### src/rtl/code_conv_arbiter_pkg.sv
// Shared constants, FSM encoding and conversion helpers for the code-conversion arbiter.
package code_conv_arbiter_pkg;

    localparam int unsigned MODE_W = 3;
    localparam int unsigned DATA_W = 4;
    localparam int unsigned RES_W  = 8;

    localparam logic [MODE_W-1:0] MODE_B2G   = 3'd0;
    localparam logic [MODE_W-1:0] MODE_G2B   = 3'd1;
    localparam logic [MODE_W-1:0] MODE_B2BCD = 3'd2;
    localparam logic [MODE_W-1:0] MODE_G2BCD = 3'd3;
    localparam logic [MODE_W-1:0] MODE_B2E3  = 3'd4;
    localparam logic [MODE_W-1:0] MODE_E32B  = 3'd5;

    typedef enum logic [1:0] {
        ST_IDLE    = 2'd0,
        ST_CONVERT = 2'd1,
        ST_RESP    = 2'd2
    } state_t;

    // Gray to binary: each binary bit is the xor of all gray bits at or above it.
    function automatic logic [DATA_W-1:0] gray_to_bin(input logic [DATA_W-1:0] g);
        logic [DATA_W-1:0] b;
        b[3] = g[3];
        b[2] = b[3] ^ g[2];
        b[1] = b[2] ^ g[1];
        b[0] = b[1] ^ g[0];
        return b;
    endfunction

    // Two-digit BCD of a 4-bit value (0..15).
    function automatic logic [RES_W-1:0] bin_to_bcd(input logic [DATA_W-1:0] b);
        if (b >= 4'd10) begin
            return {4'd1, b - 4'd10};
        end
        return {4'd0, b};
    endfunction

endpackage

### src/rtl/code_conv_arbiter_conv_core.sv
// Combinational universal 4-bit code converter; result forced to zero on error.
module conv_core
    import code_conv_arbiter_pkg::*;
(
    input  logic [MODE_W-1:0] mode,
    input  logic [DATA_W-1:0] d,
    output logic [RES_W-1:0]  res,
    output logic              err
);

    // Mode decode and conversion.
    always_comb begin
        res = '0;
        err = 1'b0;
        case (mode)
            MODE_B2G:   res = {4'b0, d ^ (d >> 1)};
            MODE_G2B:   res = {4'b0, gray_to_bin(d)};
            MODE_B2BCD: res = bin_to_bcd(d);
            MODE_G2BCD: res = bin_to_bcd(gray_to_bin(d));
            MODE_B2E3: begin
                if (d > 4'd9) err = 1'b1;
                else          res = {4'b0, d + 4'd3};
            end
            MODE_E32B: begin
                if ((d < 4'd3) || (d > 4'd12)) err = 1'b1;
                else                           res = {4'b0, d - 4'd3};
            end
            default:    err = 1'b1;
        endcase
    end

endmodule

### src/rtl/code_conv_arbiter.sv
// Round-robin front end sharing one conv_core between NREQ requesters.
module code_conv_arbiter
    import code_conv_arbiter_pkg::*;
#(
    parameter int unsigned NREQ = 4,
    parameter int unsigned CNTW = 16
) (
    input  logic                      clk,
    input  logic                      rst,
    input  logic [NREQ-1:0]           req_valid,
    input  logic [3*NREQ-1:0]         req_mode,
    input  logic [4*NREQ-1:0]         req_data,
    output logic [NREQ-1:0]           req_ack,
    output logic                      out_valid,
    input  logic                      out_ready,
    output logic [RES_W-1:0]          out_data,
    output logic [$clog2(NREQ)-1:0]   out_id,
    output logic                      out_err,
    output logic                      busy,
    output logic [CNTW-1:0]           done_cnt
);

    localparam int unsigned IDW = $clog2(NREQ);

    state_t            state;
    state_t            next_state;
    logic [IDW-1:0]    rr_ptr;
    logic [IDW-1:0]    lat_id;
    logic [MODE_W-1:0] lat_mode;
    logic [DATA_W-1:0] lat_data;

    logic              any_req_c;
    logic [IDW-1:0]    win_id_c;
    logic [MODE_W-1:0] win_mode_c;
    logic [DATA_W-1:0] win_data_c;
    logic              load_c;
    logic              capture_c;
    logic              release_c;
    logic [RES_W-1:0]  core_res;
    logic              core_err;

    conv_core u_conv_core (
        .mode (lat_mode),
        .d    (lat_data),
        .res  (core_res),
        .err  (core_err)
    );

    // Round-robin pick: first valid requester at or after rr_ptr, with wrap.
    always_comb begin
        int unsigned idx;
        any_req_c = 1'b0;
        win_id_c  = rr_ptr;
        for (int unsigned k = 0; k < NREQ; k++) begin
            idx = 32'(rr_ptr) + k;
            if (idx >= NREQ) idx = idx - NREQ;
            if (!any_req_c && req_valid[IDW'(idx)]) begin
                any_req_c = 1'b1;
                win_id_c  = IDW'(idx);
            end
        end
    end

    // Operand mux for the selected requester.
    always_comb begin
        win_mode_c = '0;
        win_data_c = '0;
        for (int unsigned i = 0; i < NREQ; i++) begin
            if (IDW'(i) == win_id_c) begin
                win_mode_c = req_mode[3*i +: 3];
                win_data_c = req_data[4*i +: 4];
            end
        end
    end

    // State register.
    always_ff @(posedge clk) begin
        if (rst) state <= ST_IDLE;
        else     state <= next_state;
    end

    // Next-state logic; IDLE is the only state that looks at requests.
    always_comb begin
        next_state = state;
        case (state)
            ST_IDLE:    if (any_req_c) next_state = ST_CONVERT;
            ST_CONVERT: next_state = ST_RESP;
            ST_RESP:    if (out_valid && out_ready) next_state = ST_IDLE;
            default:    next_state = ST_IDLE;
        endcase
    end

    // Per-state control strobes for the datapath registers.
    always_comb begin
        load_c    = 1'b0;
        capture_c = 1'b0;
        release_c = 1'b0;
        case (state)
            ST_IDLE:    load_c    = any_req_c;
            ST_CONVERT: capture_c = 1'b1;
            ST_RESP:    release_c = out_valid && out_ready;
            default:    ;
        endcase
    end

    // Operand latch, ack pulse, result register, pointer and counter.
    always_ff @(posedge clk) begin
        if (rst) begin
            rr_ptr    <= '0;
            lat_id    <= '0;
            lat_mode  <= '0;
            lat_data  <= '0;
            req_ack   <= '0;
            out_valid <= 1'b0;
            out_data  <= '0;
            out_id    <= '0;
            out_err   <= 1'b0;
            busy      <= 1'b0;
            done_cnt  <= '0;
        end else begin
            busy    <= (next_state != ST_IDLE);
            req_ack <= '0;
            if (load_c) begin
                lat_id   <= win_id_c;
                lat_mode <= win_mode_c;
                lat_data <= win_data_c;
                req_ack  <= NREQ'(1) << win_id_c;
            end
            if (capture_c) begin
                out_valid <= 1'b1;
                out_data  <= core_res;
                out_err   <= core_err;
                out_id    <= lat_id;
            end
            if (release_c) begin
                out_valid <= 1'b0;
                rr_ptr    <= (lat_id == IDW'(NREQ - 1)) ? '0 : lat_id + IDW'(1);
                done_cnt  <= done_cnt + CNTW'(1);
            end
        end
    end

endmodule

### config.mk
export PLATFORM = sky130hd
export DESIGN_NAME = code_conv_arbiter
export DESIGN_NICKNAME = d
export VERILOG_FILES = /design/src/rtl/code_conv_arbiter_pkg.sv /design/src/rtl/code_conv_arbiter_conv_core.sv /design/src/rtl/code_conv_arbiter.sv
export SDC_FILE = /design/constraint.sdc
export NUM_CORES = 1
export LEC_CHECK = 0
export ABC_AREA = 1
export CORE_MARGIN = 5
export CORE_UTILIZATION = 54
export CTS_BUF_LIST = sky130_fd_sc_hd__clkbuf_16
export CTS_CLUSTER_SIZE = 12
export DETAILED_ROUTE_END_ITERATION = 7
export PLACE_DENSITY = 0.87
export SKIP_LAST_GASP = 1
export SLEW_MARGIN = 20
export SYNTH_ARGS = -nofsm -noshare
export SYNTH_HDL_FRONTEND = slang
export SYNTH_SLANG_ARGS = --single-unit
### constraint.sdc
create_clock -name clk -period 3.75 [get_ports clk]
set_input_delay 1.125 -clock clk [delete_from_list [all_inputs] [get_ports clk]]
set_output_delay 1.125 -clock clk [all_outputs]
set_load 0.02 [all_outputs]
==> flow_summary.json <==
{
  "cp-end-kind": "flip-flop",
  "drt-initial-drc-count": 175,
  "gr-total-overflow": 0,
  "worstPathCellList": "clkdlybuf4s50_1 > nand2_1 > nand3_1 > nand2_2 > inv_2 > nor2_2 > nand4_1 > nand2_1 > inv_2 > nor2_2 > nand2_1 > nand2_1 > nor2_1 > nor2_1",
  "reg2reg_depth": 11,
  "core_area_mm2": 0.00507,
  "synthCells": 412,
  "skew_ns": 0.00742,
  "synth_seq_cells": 43,
  "num_antenna_cells": 0,
  "period_needed_ns": 3.04,
  "syn_area_mm2": 0.00282,
  "whs_ns": 0.471,
  "nNetsFinal": 521,
  "crit_type": "input pin to flip-flop",
  "slew_headroom_pct": 59.2,
  "dr_wl_met3_um": 286,
  "vias": 2864,
  "globalplace.congestion": 0.846,
  "drtPass1Iterations": 4,
  "drv_slew": 0,
  "worst-r2r-setup-slack_ns": 1.09,
  "synth_area_leaders": "dfxtp_1 (31%), nand2_1 (14%), ha_1 (7.1%)",
  "crit_path_max_incr_delay_ns": 0.43,
  "post-route-period-util_pct": 81.0,
  "cts_tree": "built",
  "port-buffer-count": 64,
  "wl_per_cell_um": 12.6,
  "post_cts_buffers": 0,
  "rsz0062_at_grt": "no",
  "setup_tns_ns": 0,
  "netlist-cell-type-count": 39,
  "cpMaxStageDelayCell": "clkdlybuf4s50_1",
  "grt_max_degree": 24,
  "worstMarginPinSlew_ns": 0.611,
  "wl_met2_um": 3550,
  "maxCapViolations": 0,
  "detailed_place_hpwl_um": 5220,
  "clock_path_buffers": 2,
  "clkLatencyLatePin_ns": 0.28,
  "yosys.area.top_type": "dfxtp_1",
  "yosys_warnings": 0,
  "boundaryPins": 68,
  "dr.max_layer_used": "met4",
  "max_freq_mhz": 329,
  "n_fill_cell": 398,
  "hold_violations": 0,
  "rr_endpoint": "out_data[3]",
  "grt_pass1_wl_um": 11900,
  "arrival_ns": 3.25,
  "startpoint_type": "input pin",
  "hp-class": "flip-flop to flip-flop",
  "layout-drive-gt1-share_pct": 8.70,
  "max-vdd-ir-drop_uv": 269,
  "clkSlewWorstSetupHoldPaths_ns": 0.06,
  "wl_um": 6830,
  "powerDensity_mw_per_mm2": 404,
  "die_w_um": 82.2,
  "antenna_found_initial": 0,
  "crit_end": "lat_data[2]",
  "dieHeight_um": 82.2,
  "setup_viol": 0,
  "yosysSeqAreaShare_pct": 30.6,
  "ctsHoldBuffers": 0,
  "synth_top_area_share_pct": 30.6,
  "wl_met1_um": 2890,
  "crit_start": "req_valid[3]",
  "syn_avg_cell_area_um2": 6.83,
  "cts_resized": 0,
  "htreeDepth": 2,
  "outcome": "complete, no violations",
  "cts-root-buf": "clkbuf_16",
  "die_area_mm2": 0.00676,
  "cp.required_ns": 3.97,
  "antenna_left": 0,
  "drc": 0,
  "cts.sinks": 43,
  "numCtsBuffers": 5,
  "critPathMostFrequentCell": "nand2_1",
  "r2r-start": "lat_data[2]",
  "syn2layout_area_growth_pct": 29.2,
  "num_rows": 26,
  "p_leak_nw": 1.53,
  "viasPerCell": 5.29,
  "grt_pass1_vias": 2752,
  "grt_util_all_layers_pct": 21.9,
  "critPathMaxFanout": 12,
  "initial_utilization_pct": 55.5
}
critical path, delay by kind of cell:
kind | cells | cell delay [ns]
buffers and inverters | 3 | 0.67
and+or+nand+nor | 11 | 1.44
synthesized netlist by cell type (all sizes together):
cell type  count
a221oi         1
o21ai         25
nor2          47
clkbuf         6
and3           2
o32ai          1
o2111ai        2
nand3         38
dfxtp         43
nor3b          1
o211ai         4
o31ai          1
xor2           7
o21a           1
a21oi         21
nor3          15
conb           1
xnor2          1
nand2        111
nand4         10
nor4           1
o221ai         2
buf           10
a22oi          2
or2            1
ha            16
inv           42
area by class of cell:
class	count	area, um2	area share (%)
Clock inverter	3	46.3	1.27
Timing Repair Buffer	65	648	17.8
Clock buffer	5	125	3.44
Sequential cell	43	861	23.7
Multi-Input combinational cell	313	1710	47.1
Tap cell	70	87.6	2.41
Inverter	42	158	4.33
registers in the layout, summed over array words and instances (netlist names), 2 cells and up:
signal / count
state: 2
rr_ptr: 2
lat_id: 2
out_data: 5
req_ack: 4
lat_data: 4
lat_mode: 3
out_id: 2
done_cnt: 16
how the worst min path moves through the flow:
stage                           start  slack [ns]  depth (start not counted)           to
final                     out_data[0]        0.47                          2  out_data[0]
after global routing      out_data[0]        0.49                          2  out_data[0]
after CTS                 out_data[0]        0.47                          2  out_data[0]
after detailed placement  out_data[0]        0.46                          2  out_data[0]
after global placement    out_data[0]        0.46                          2  out_data[0]
after floorplan             lat_id[1]        0.45                          2    out_id[1]
layer usage:
layer	track usage [%]	vias up
li1	-	1466
met1	26.0	1320
met2	40.5	67
met3	3.69	11
met4	5.32	0
met5	0	-
cell families (layout without fill, tap and decap cells):
kind of cell,Yosys count,after routing,share of synthesized area (%)
AO/OA/AOI/OAI,60,60,12.2
buffers and inverters,58,115,8.84
flip-flops,43,43,30.6
other,1,3,0.133
adder cells (fa/ha/maj),16,16,7.11
AND/OR/NAND/NOR,226,226,38.7
XOR/XNOR,8,8,2.49
report_power, final:
group          leakage [nW]  switching, mW  internal, mW
clock                0.0804          0.182         0.316
combinational          1.10          0.251         0.174
sequential            0.351         0.0522         0.493
stage by stage:
stage	area (um2)	power [mW]	cells	utilization, %	worst slack, ns
CTS	3640	1.47	541	71.7	0.734
floorplan	2820	0.841	414	-	1.33
global placement	3470	0.960	533	68.3	0.585
global route	3640	1.56	541	71.7	0.467
finish	3640	1.47	541	71.7	0.713
detailed placement	3470	0.972	533	68.3	0.447
cell usage in the layout, fill, tap and decap left out, types with 2 or more instances in the layout:
master	instances
conb_1	3
xor2_1	7
dfxtp_1	43
nand2_1	104
o21ai_0	25
nor3_1	10
inv_1	34
a22oi_1	2
ha_1	16
nand2_4	2
clkbuf_16	5
nand2_2	5
nor2_1	41
nor3_2	2
a21oi_1	21
o2111ai_1	2
nor3_4	3
clkdlybuf4s50_1	64
o211ai_1	4
nor2_4	2
nand3_1	36
nor2_2	4
nand4_2	2
and3_1	2
o221ai_1	2
inv_2	8
nand4_1	8
Note: power is estimated with default switching activity, not from simulation.
